$ cat src/rtl/lfsr_pkg.sv
// Shared types for the LFSR word packer.
// FSM encoding and default word width.
package lfsr_pkg;

    typedef enum logic [1:0] {
        IDLE,
        FILL,
        RESEED
    } lfsr_pkt_state_e;

    localparam int WORD_W_DEFAULT = 8;

endpackage

$ cat src/rtl/lfsr_word_packer.sv
// Paces an LFSR, packs its serial bits LSB-first into words,
// and offers each word on a one-deep valid/ready register.
module lfsr_word_packer
    import lfsr_pkg::*;
#(
    parameter int WORD_W = WORD_W_DEFAULT,
    parameter int CNT_W  = 16
) (
    input  logic              clk,
    input  logic              rst_n,
    input  logic              enable,
    input  logic              reseed_req,
    input  logic              lfsr_out,
    output logic              lfsr_advance,
    output logic              lfsr_reinit,
    output logic [WORD_W-1:0] word_data,
    output logic              word_valid,
    input  logic              word_ready,
    output logic [CNT_W-1:0]  word_count
);

    localparam int BW = $clog2(WORD_W);

    lfsr_pkt_state_e st, nxt;

    logic [BW-1:0]     bit_cnt;
    logic [WORD_W-2:0] sreg;
    logic [WORD_W-1:0] full;
    logic              last;
    logic              stall;
    logic              capture;
    logic              xfer;

    assign full  = {lfsr_out, sreg};
    assign last  = (bit_cnt == BW'(WORD_W - 1));
    assign stall = last && word_valid && !word_ready;
    assign xfer  = word_valid && word_ready;

    // IDLE with enable already captures so the first bit
    // lands in the same cycle enable is first seen.
    assign capture = rst_n && enable && !reseed_req && !stall
                     && (st == IDLE || st == FILL);

    assign lfsr_advance = capture;
    assign lfsr_reinit  = rst_n && (st == RESEED);

    always_comb begin
        nxt = st;
        case (st)
            IDLE: begin
                if (reseed_req)
                    nxt = RESEED;
                else if (enable)
                    nxt = FILL;
            end
            FILL: begin
                if (reseed_req)
                    nxt = RESEED;
                else if (!enable)
                    nxt = IDLE;
            end
            RESEED: nxt = enable ? FILL : IDLE;
            default: nxt = IDLE;
        endcase
    end

    always_ff @(posedge clk or negedge rst_n) begin
        if (!rst_n) begin
            st         <= IDLE;
            bit_cnt    <= '0;
            sreg       <= '0;
            word_data  <= '0;
            word_valid <= 1'b0;
            word_count <= '0;
        end else begin
            st <= nxt;

            if (st == RESEED) begin
                bit_cnt <= '0;
                sreg    <= '0;
            end else if (capture) begin
                sreg <= full[WORD_W-1:1];
                if (last) begin
                    bit_cnt   <= '0;
                    word_data <= full;
                end else begin
                    bit_cnt <= bit_cnt + BW'(1);
                end
            end

            if (capture && last)
                word_valid <= 1'b1;
            else if (xfer)
                word_valid <= 1'b0;

            if (xfer)
                word_count <= word_count + CNT_W'(1);
        end
    end

endmodule

$ cat config.mk
export PLATFORM = sky130hd
export DESIGN_NAME = lfsr_word_packer
export DESIGN_NICKNAME = d
export VERILOG_FILES = /design/src/rtl/lfsr_pkg.sv /design/src/rtl/lfsr_word_packer.sv
export SDC_FILE = /design/constraint.sdc
export NUM_CORES = 1
export LEC_CHECK = 0
export ABC_AREA = 0
export BUFFER_PORTS_ARGS = -buffer_cell sky130_fd_sc_hd__buf_2
export CAP_MARGIN = 40
export CORE_UTILIZATION = 40
export DETAILED_ROUTE_END_ITERATION = 16
export PLACE_DENSITY = 0.66
export SYNTH_ARGS = -nofsm -noshare
export SYNTH_HDL_FRONTEND = slang
export SYNTH_SLANG_ARGS = --single-unit
export TNS_END_PERCENT = 5
$ cat constraint.sdc
create_clock -name clk -period 3.08 [get_ports clk]
set_clock_uncertainty 0.2 [all_clocks]
set_input_delay 0.616 -clock clk [delete_from_list [all_inputs] [get_ports clk]]
set_output_delay 0.616 -clock clk [all_outputs]
set_load 0.01 [all_outputs]
==> impl_metrics.toml <==
[status]
outcome = "completed"

[clocking]
cts_tree = "yes"
holdBufCountCts = 0
cts_made_buffers = 5
cts_setup_buffers = 0
cts_sinks = 37
worstSkewPairLatency_ns = 0.29
clk_pin_slew_ns = 0.08
cts_buffer_depth = 2
cts_resized = 0
clockRootBuffer = "clkbuf_8"
htreeDepth = 2

[global_routing]
grt-ovfl-total = 0
grt_pass1_vias = 1051
antenna_found_initial = 0
busiest_layer = "met2"
grt_pass1_wl_um = 4960
use_met2_pct = 23.0
grt_usage_pct = 16.1
grt.met3_usage_pct = 4.40
grt_max_degree = 39
use_met1_pct = 21.4

[logic_synthesis]
yosysTopAreaCellShare_pct = 58.2
synth-seq-cells = 37
synth_area_leaders = "dfrtp_1 58%, mux2_4 7.5%, nand2_1 6.6%"
synthTopCellsByCount = "37 x dfrtp_1, 28 x nand2_1, 11 x nand3_1"
synth_area_per_cell_um2 = 11.7
syn_inst = 136
synth.distinct_cells = 26
synth_ff_type = "dfrtp_1"
seq_area_frac_synth_pct = 58.2
yosys.area.top_type = "dfrtp_1"
synth_edf_count = 0
syn_area_um2 = 1590
synth_fp_nets = 145
ys_async_sr_fraction_pct = 100
yosysMostFrequentCell = "dfrtp_1"
yosysWarnings = 0

[critical_path]
ff2ff_setup_slack_ns = 1.06
r2r_cells = 4
r2r_end = "word_data[4]$_DFFE_PN0P_"
cp.arrival_ns = 1.77
r2r-start = "bit_cnt[0]$_DFFE_PN0P_"
crit_type = "reg -> out"
critPathCaptureType = "output pin"
crit_required_ns = 2.26
start_kind = "flip-flop"
cp_max_fo = 12

[sta]
finalHoldViolCount = 0
fin_crit_sh_pct = 84.0
fin_ws_ns = 0.494
slew-limit-headroom_pct = 64.9
max_freq_mhz = 387
timing.setup.tns_ns = 0
whs_ns = 0.217
grt_setup_unrepaired = "no"
final_max_slew_viol_count = 0
setup_viol = 0
min_period_ns = 2.59
worstMarginPinSlew_ns = 0.526

[hold_path]
min-delay-path-class = "in -> async"

[job]
maxCapViolCount = 0

[placement]
dp_slack_ns = 0.595
gp_congestion = 0.738
dp_hpwl_um = 2050
io_buffers = 32
place_area_um2 = 1800

[die]
die-height_um = 65.1
initial_core_util_pct = 42.5
dieArea_um2 = 4230
row_count = 22
io_pins = 33
die_w_um = 65.1
fp.coreArea_um2 = 3740

[layout]
areaGrowthSynthToFinish_pct = 19.4
drive_above_1_share_pct = 29.9
n_fill_cell = 374
nets = 182
fin_area_um2 = 1900
diodes = 0
final_util_pct = 50.8

[detailed_routing]
detail_route.wl_per_cell_um = 12.9
dr.pass1.iters = 4
drtIter0Drc = 19
totalWireLength_um = 2870
via_per_inst = 4.91
vias = 1091
drc_errors = 0
drtAntennaViolNets = 0

[power_and_ir_drop]
seq_power_share_pct = 55.2
switching_share_pct = 21.8
p_leak_nw = 1.06
power_per_cell_area_nw_per_um2 = 475
p_int_mw = 0.707
vdd_drop_max_uv = 330
power_frac_comb_pct = 3.7
switchingPower_mw = 0.197
clockPowerShare_pct = 41.1
-- metal layers --
layer	vias up	wire, um
met2	30	1290
met1	521	1350
met3	7	154
li1	533	-
met5	-	0
met4	0	76
-- cells by family after synthesis --
kind of cell	synth area share (%)
buffers and inverters	1.49
flip-flops	58.2
adder cells (fa/ha/maj)	2.36
AND/OR/NAND/NOR	19.8
XOR/XNOR	8.25
AO/OA/AOI/OAI	1.65
multiplexers	8.25
-- power by group through the flow --
| stage | logic [mW] | registers (mW) | clock network (mW) |
|---|---|---|---|
| 6_report | 0.0337 | 0.499 | 0.371 |
| 4_1_cts | 0.0351 | 0.499 | 0.382 |
| 3_5_place_dp | 0.0350 | 0.508 | 0 |
| 5_1_grt | 0.0393 | 0.500 | 0.406 |
| 3_3_place_gp | 0.0333 | 0.508 | 0 |
| 2_1_floorplan | 0.0165 | 0.507 | 0 |
-- final cells by class --
| cell class | instances | area, um^2 | area share [%] |
|---|---|---|---|
| Sequential cell | 37 | 926 | 48.7 |
| Multi-Input combinational cell | 95 | 642 | 33.8 |
| Timing Repair Buffer | 33 | 168 | 8.82 |
| Clock buffer | 7 | 96.3 | 5.07 |
| Tap cell | 48 | 60.1 | 3.16 |
| Clock inverter | 1 | 5.00 | 0.263 |
| Inverter | 1 | 3.75 | 0.197 |
-- state kept, by name (all words and copies together) (netlist names) --
signal,flops
word_count,16
word_data,8
sreg,7
bit_cnt,3
st,2
word_valid,1
-- per-stage QoR --
step	power, mW	std cells
after floorplan	0.523	136
after global routing	0.944	222
after CTS	0.916	222
final	0.904	222
after global placement	0.541	214
after detailed placement	0.543	214
-- critical path: stages (launching register included) --
cell and delay (ns):
dfrtp_1 0.38, ha_1 0.16, ha_1 0.18, a21o_2 0.27, clkinv_1 0.27, buf_2 0.22
-- cells in the final DEF, fill, tap and decap left out --
| master | netlist | layout |
|---|---|---|
| clkbuf_8 | 0 | 7 |
| nand4bb_1 | 1 | 1 |
| buf_4 | 0 | 1 |
| and2_1 | 2 | 2 |
| and3_1 | 3 | 3 |
| o31ai_1 | 1 | 1 |
| nor3_1 | 4 | 4 |
| or3b_1 | 1 | 1 |
| xnor2_1 | 10 | 10 |
| nor2_1 | 3 | 3 |
| buf_2 | 1 | 32 |
| clkinv_2 | 0 | 1 |
| or2b_1 | 2 | 2 |
| a21oi_1 | 2 | 2 |
| nand3_1 | 11 | 11 |
| or2_2 | 1 | 1 |
| clkinv_1 | 1 | 1 |
| mux2_2 | 1 | 1 |
| a21o_2 | 1 | 1 |
| xor2_1 | 5 | 5 |
| mux2_4 | 8 | 8 |
| nand2_1 | 28 | 28 |
| and2b_1 | 1 | 1 |
| ha_1 | 3 | 3 |
| nor2b_1 | 2 | 2 |
| dfrtp_1 | 37 | 37 |
| nand4_1 | 5 | 5 |
-- worst max-delay path by stage --
| stage | startpoint | to | cells past startpoint |
|---|---|---|---|
| 2_1_floorplan | reseed_req | lfsr_advance | 3 |
| 3_3_place_gp | word_ready | lfsr_advance | 5 |
| 3_5_place_dp | word_ready | lfsr_advance | 5 |
| 4_1_cts | bit_cnt[0]$_DFFE_PN0P_ | lfsr_advance | 5 |
| 5_1_grt | bit_cnt[0]$_DFFE_PN0P_ | lfsr_advance | 5 |
| 6_report | bit_cnt[0]$_DFFE_PN0P_ | lfsr_advance | 5 |
(Power assumes the default switching activity.)
